[src/rtl/mem_port_arbiter.sv]
// Byte-wide RAM/IO port arbiter between instruction fetch and the MEM stage.
// Splits each request into per-byte RAM cycles and reassembles little-endian read data.
module mem_port_arbiter #(
  parameter bit PRIO_MEM = 1'b1
) (
  input  logic        clk_in,
  input  logic        rst_n_in,
  input  logic        rdy_in,
  input  logic        if_req_i,
  input  logic [31:0] if_addr_i,
  output logic [31:0] if_data_o,
  output logic        if_done_o,
  input  logic        mem_req_i,
  input  logic        mem_we_i,
  input  logic [1:0]  mem_size_i,
  input  logic [31:0] mem_addr_i,
  input  logic [31:0] mem_wdata_i,
  output logic [31:0] mem_rdata_o,
  output logic        mem_done_o,
  output logic        busy_o,
  input  logic [7:0]  mem_din,
  output logic [7:0]  mem_dout,
  output logic [31:0] mem_a,
  output logic        mem_wr
);

  localparam int unsigned AW = 32;
  localparam int unsigned DW = 32;
  localparam int unsigned BW = 8;
  localparam int unsigned CW = 3;

  localparam logic [1:0] S_IDLE  = 2'd0;
  localparam logic [1:0] S_READ  = 2'd1;
  localparam logic [1:0] S_WRITE = 2'd2;
  localparam logic [1:0] S_DONE  = 2'd3;

  logic [1:0]    state_q, state_d;
  logic          owner_mem_q, owner_mem_d;
  logic          we_q, we_d;
  logic [AW-1:0] addr_q, addr_d;
  logic [DW-1:0] wdata_q, wdata_d;
  logic [CW-1:0] nbytes_q, nbytes_d;
  logic [CW-1:0] iss_q, iss_d;
  logic [CW-1:0] cap_cnt_q, cap_cnt_d;
  logic          cap_vld_q, cap_vld_d;
  logic [DW-1:0] data_q, data_d;

  logic [AW-1:0] mem_a_q, mem_a_d;
  logic [BW-1:0] mem_dout_q, mem_dout_d;
  logic          wr_q, wr_d;
  logic          busy_q, busy_d;
  logic          if_done_q, if_done_d;
  logic          mem_done_q, mem_done_d;
  logic [DW-1:0] if_data_q, if_data_d;
  logic [DW-1:0] mem_rdata_q, mem_rdata_d;

  logic          take_mem;

  // Next-state, byte sequencing and registered-output computation
  always_comb begin
    state_d     = state_q;
    owner_mem_d = owner_mem_q;
    we_d        = we_q;
    addr_d      = addr_q;
    wdata_d     = wdata_q;
    nbytes_d    = nbytes_q;
    iss_d       = iss_q;
    cap_cnt_d   = cap_cnt_q;
    cap_vld_d   = 1'b0;
    data_d      = data_q;
    if_done_d   = 1'b0;
    mem_done_d  = 1'b0;
    if_data_d   = if_data_q;
    mem_rdata_d = mem_rdata_q;
    mem_a_d     = '0;
    mem_dout_d  = '0;
    wr_d        = 1'b0;
    take_mem    = 1'b0;

    // A byte issued last cycle lands now, even while paused
    if (cap_vld_q) begin
      data_d[{cap_cnt_q[1:0], 3'b000} +: BW] = mem_din;
      cap_cnt_d = cap_cnt_q + CW'(1);
    end

    case (state_q)
      S_IDLE: begin
        if (rdy_in && (if_req_i || mem_req_i)) begin
          take_mem    = mem_req_i && (!if_req_i || PRIO_MEM);
          owner_mem_d = take_mem;
          we_d        = take_mem && mem_we_i;
          addr_d      = take_mem ? mem_addr_i : if_addr_i;
          wdata_d     = mem_wdata_i;
          nbytes_d    = !take_mem          ? CW'(4) :
                        (mem_size_i == 2'b00) ? CW'(1) :
                        (mem_size_i == 2'b01) ? CW'(2) : CW'(4);
          iss_d       = '0;
          cap_cnt_d   = '0;
          data_d      = '0;
          state_d     = we_d ? S_WRITE : S_READ;
        end
      end
      S_READ: begin
        if (!owner_mem_q && !if_req_i) begin
          state_d = S_IDLE;
        end else begin
          if (rdy_in && (iss_q < nbytes_q)) begin
            iss_d     = iss_q + CW'(1);
            cap_vld_d = 1'b1;
          end
          if (rdy_in && (cap_cnt_d == nbytes_q)) begin
            state_d = S_DONE;
            if (owner_mem_q) begin
              mem_done_d  = 1'b1;
              mem_rdata_d = data_d;
            end else begin
              if_done_d = 1'b1;
              if_data_d = data_d;
            end
          end
        end
      end
      S_WRITE: begin
        if (rdy_in) begin
          iss_d = iss_q + CW'(1);
          if (iss_q == nbytes_q - CW'(1)) begin
            state_d    = S_DONE;
            mem_done_d = 1'b1;
          end
        end
      end
      S_DONE: begin
        state_d = S_IDLE;
      end
      default: begin
        state_d = S_IDLE;
      end
    endcase

    // Port shows the next unissued byte; after the last issue the address is held
    if ((state_d == S_READ) || (state_d == S_WRITE)) begin
      if (iss_d < nbytes_d) begin
        mem_a_d = addr_d + AW'(iss_d);
        if (state_d == S_WRITE) begin
          mem_dout_d = wdata_d[{iss_d[1:0], 3'b000} +: BW];
        end
      end else begin
        mem_a_d = mem_a_q;
      end
      wr_d = (state_d == S_WRITE);
    end
    busy_d = (state_d != S_IDLE);
  end

  always_ff @(posedge clk_in or negedge rst_n_in) begin
    if (!rst_n_in) begin
      state_q     <= S_IDLE;
      owner_mem_q <= 1'b0;
      we_q        <= 1'b0;
      addr_q      <= '0;
      wdata_q     <= '0;
      nbytes_q    <= '0;
      iss_q       <= '0;
      cap_cnt_q   <= '0;
      cap_vld_q   <= 1'b0;
      data_q      <= '0;
      mem_a_q     <= '0;
      mem_dout_q  <= '0;
      wr_q        <= 1'b0;
      busy_q      <= 1'b0;
      if_done_q   <= 1'b0;
      mem_done_q  <= 1'b0;
      if_data_q   <= '0;
      mem_rdata_q <= '0;
    end else begin
      state_q     <= state_d;
      owner_mem_q <= owner_mem_d;
      we_q        <= we_d;
      addr_q      <= addr_d;
      wdata_q     <= wdata_d;
      nbytes_q    <= nbytes_d;
      iss_q       <= iss_d;
      cap_cnt_q   <= cap_cnt_d;
      cap_vld_q   <= cap_vld_d;
      data_q      <= data_d;
      mem_a_q     <= mem_a_d;
      mem_dout_q  <= mem_dout_d;
      wr_q        <= wr_d;
      busy_q      <= busy_d;
      if_done_q   <= if_done_d;
      mem_done_q  <= mem_done_d;
      if_data_q   <= if_data_d;
      mem_rdata_q <= mem_rdata_d;
    end
  end

  // Write strobe drops in the same cycle the core pauses
  assign mem_wr      = wr_q && rdy_in;
  assign mem_a       = mem_a_q;
  assign mem_dout    = mem_dout_q;
  assign busy_o      = busy_q;
  assign if_done_o   = if_done_q;
  assign mem_done_o  = mem_done_q;
  assign if_data_o   = if_data_q;
  assign mem_rdata_o = mem_rdata_q;

endmodule

[config.mk]
export PLATFORM = sky130hd
export DESIGN_NAME = mem_port_arbiter
export DESIGN_NICKNAME = d
export VERILOG_FILES = /design/src/rtl/mem_port_arbiter.sv
export SDC_FILE = /design/constraint.sdc
export NUM_CORES = 1
export LEC_CHECK = 0
export ABC_AREA = 1
export BUFFER_PORTS_ARGS = -buffer_cell sky130_fd_sc_hd__buf_2
export CORE_MARGIN = 5
export CORE_UTILIZATION = 40
export DETAILED_ROUTE_END_ITERATION = 8
export SLEW_MARGIN = 20
export SYNTH_ARGS = -nofsm -noshare
export SYNTH_HDL_FRONTEND = slang
export SYNTH_SLANG_ARGS = --single-unit
[constraint.sdc]
create_clock -name clk_in -period 8.2 [get_ports clk_in]
set_input_delay 0.41 -clock clk_in [delete_from_list [all_inputs] [get_ports clk_in]]
set_output_delay 0.41 -clock clk_in [all_outputs]
set_load 0.005 [all_outputs]
==> impl_metrics.ini <==
[layout]
seqCellArea_um2 = 5430
multi_input_area_um2 = 4500
syn_to_final_growth_pct = 19.4
fillers = 2711
num_antenna_cells = 0
fin_nets = 1686
drive_gt1_frac = 0.212
final_cell_count_no_fill = 1906

[clocking]
cts_sinks = 217
clock_latency_ns = 0.53
post_cts_buffers = 0
numCtsBuffers = 25
root_buffer = clkbuf_16
clock_path_buffers = 3
cts_tree = yes
clk_pin_slew_worst_paths_ns = 0.06
cts-htree-levels = 1

[setup_path]
cp.arrival_ns = 5.13
cp.buffers_inverters = 3
critPathTopFamily = simple AND/OR/NAND/NOR gates
crit_path_end = mem_dout[2]$_DFF_PN0_
cp.depth = 15
cp_max_fo = 48
max_stage_delay_ns = 0.74
crit_type = reg -> reg
cp-end-kind = register
crit_chain = inv_1 > ha_1 > nand3_4 > nor2_1 > inv_1 > nor2_1 > a22oi_1 > ha_1 > nand2_1 > inv_1 > nand2_1 > nand2_1 > nor2_2 > nand2_1 > a21oi_1
crit_path_top_delay_cell = ha_1
r2r-start = state_q[0]$_DFF_PN0_
r2r_end = mem_dout[2]$_DFF_PN0_
crit_start = state_q[0]$_DFF_PN0_
rrSetupSlack_ns = 3.50
r2r_cells = 15
crit_top_cell = nand2_1
worstPathRequired_ns = 8.64
cp-start-kind = register

[placement]
place_congestion = 0.919
dp_hpwl_um = 22100
port_buffers = 219
place_inst = 1861

[synth]
synth_ff_type = dfrtp_1
synthTopCellsByArea = dfrtp_1 (50%), nand2_1 (14%), inv_1 (5.9%)
synth_edf_count = 0
synth_seq_cells = 217
syn_nets = 1487
post-synth-top-area-cell = dfrtp_1
synthCells = 1349
yosysSeqAreaShare = 0.498
post-synth-top-count-cell = nand2_1
syn_area_um2 = 10900
yosys_warnings = 0
synth_top_area_frac = 0.498
synthTopCellsByCount = nand2_1 (418), dfrtp_1 (217), inv_1 (172), o21ai_0 (91), nor2_1 (87)
avgSynthCellArea_um2 = 8.08
synthArstFlopShare = 1.00
synth_cell_types = 49

[sta]
skew_ns = 0.0140
fin_crit_sh = 0.573
tightestPinTransition_ns = 1.05
hold_viol = 0
setup_tns_ns = 0
maxSlewViolCount = 0
setup_viol = 0
layout_min_cycle_time_ns = 4.70
max_freq_mhz = 213
max_slew_margin = 0.302
rsz0062_at_grt = false

[pwr]
vdd_drop_max_v = 0.000161
power_density_nw_per_um2 = 344
p_leak_nw = 6.96

[detailed_routing]
via_per_inst = 4.90
drc_errors = 0
drt_iter0_drc = 641
num_vias = 9346
wire_per_inst_um = 16.0
firstDrtPassIters = 5
postRouteAntennaNets = 0
routed_wl_um = 30600

[floorplan]
core_um2 = 26900
die_w_um = 175
rows = 60
fp.dieH_um = 175
ios = 220
die_area_um2 = 30700
initial_core_util = 0.406

[run_status]
outcome = finished clean

[hold_path]
hp-class = in -> reg

[job]
maxCapViolations = 0

[grt]
grt_overflow = 0
use_met3 = 0.0387
grt_pass1_wl_um = 49000
top_usage_layer = met2
first_global_vias = 8998
grt_max_degree = 97
use_met2 = 0.294
antenna_found_initial = 2
grt_use_total = 0.195
grtUsageMet1 = 0.290
metrics by stage:
| stage | power [mW] | hold WS (ns) | cell area [um2] | worst slack (ns) | util |
|---|---|---|---|---|---|
| after floorplan | 2.78 | 0.114 | 10900 | 4.88 | - |
| after global placement | 3.34 | 0.457 | 12200 | 3.50 | 0.453 |
| final | 4.48 | 0.120 | 13000 | 3.50 | 0.484 |
| after global routing | 4.83 | 0.128 | 13000 | 3.09 | 0.484 |
| after CTS | 4.52 | 0.103 | 13000 | 3.48 | 0.484 |
| after detailed placement | 3.38 | 0.464 | 12200 | 3.45 | 0.453 |
cell type report:
cell class,count,area share
Sequential cell,217,0.417
Inverter,180,0.0523
Clock inverter,10,0.0102
Multi-Input combinational cell,899,0.346
Tap cell,341,0.0328
Clock buffer,34,0.0530
Timing Repair Buffer,225,0.0886
how the worst min path moves through the flow:
stage	from	to	slack, ns	depth (start not counted)
after CTS	mem_wdata_i[12]	wdata_q[12]$_DFF_PN0_	0.10	3
final	mem_wdata_i[12]	wdata_q[12]$_DFF_PN0_	0.12	3
after global placement	mem_a[1]$_DFFE_PN0P_	mem_a[1]$_DFFE_PN0P_	0.46	2
after detailed placement	mem_a[1]$_DFFE_PN0P_	mem_a[1]$_DFFE_PN0P_	0.46	2
after global routing	mem_wdata_i[17]	wdata_q[17]$_DFF_PN0_	0.13	3
after floorplan	rst_n_in	addr_q[0]$_DFF_PN0_	0.11	0
layer usage:
| metal | wire length, um | part of all wire |
|---|---|---|
| met5 | 21 | 0.00069 |
| met4 | 685 | 0.022 |
| met3 | 1950 | 0.064 |
| met2 | 13100 | 0.43 |
| met1 | 14900 | 0.49 |
flip-flops by register name, indices dropped and copies added, names as in the netlist:
name	cells
addr_q	32
busy_o	1
cap_cnt_q	3
cap_vld_q	1
data_q	32
if_data_o	32
if_done_o	1
iss_q	3
mem_a	32
mem_done_o	1
mem_dout	8
mem_rdata_o	32
nbytes_q	3
owner_mem_q	1
state_q	2
wdata_q	32
wr_q	1
cell families after synthesis:
group                      after synthesis  share of synthesized area
AOI/OAI and AO/OA                      200                      0.105
muxes                                   16                     0.0147
adders and majority gates               26                     0.0305
xor gates and xnor gates                11                    0.00953
and+or+nand+nor                        646                      0.251
DFF                                    217                      0.498
buffers and inverters                  233                     0.0907
worst register-to-register path, stage by stage (launching register included):
cell and delay [ns]:
dfrtp_1 0.40, inv_1 0.19, ha_1 0.74, nand3_4 0.65, nor2_1 0.35, inv_1 0.16
nor2_1 0.16, a22oi_1 0.11, ha_1 0.33, nand2_1 0.06, inv_1 0.03, nand2_1 0.05
nand2_1 0.09, nor2_2 0.59, nand2_1 0.46, a21oi_1 0.26
power by group:
part           total [mW]  internal, mW  switching, mW
Sequential           1.53          1.39          0.147
Clock                1.12         0.682          0.438
Combinational        1.83         0.594           1.23
cell usage in the layout, fill, tap and decap left out, types with 4 or more instances in the layout:
cell type / instances
clkbuf_1: 6
nand2_1: 417
nand2_2: 7
nand4_1: 19
mux2i_1: 16
clkinv_2: 5
o211ai_1: 9
a21oi_1: 16
o21ai_0: 91
buf_2: 218
o22ai_1: 16
nor2_4: 4
buf_4: 5
inv_2: 5
nor2_1: 86
or2_2: 20
ha_1: 25
o21ai_1: 38
o21a_1: 16
xor2_1: 8
clkbuf_16: 25
inv_1: 172
nor2_2: 17
dfrtp_1: 217
nand3_1: 65
timing repair:
action	in CTS	in global routing
hold endpoints to repair	94	0
gates resized for setup	0	0
hold buffers	1	0
No activity file was read; power rests on OpenSTA's default activity.
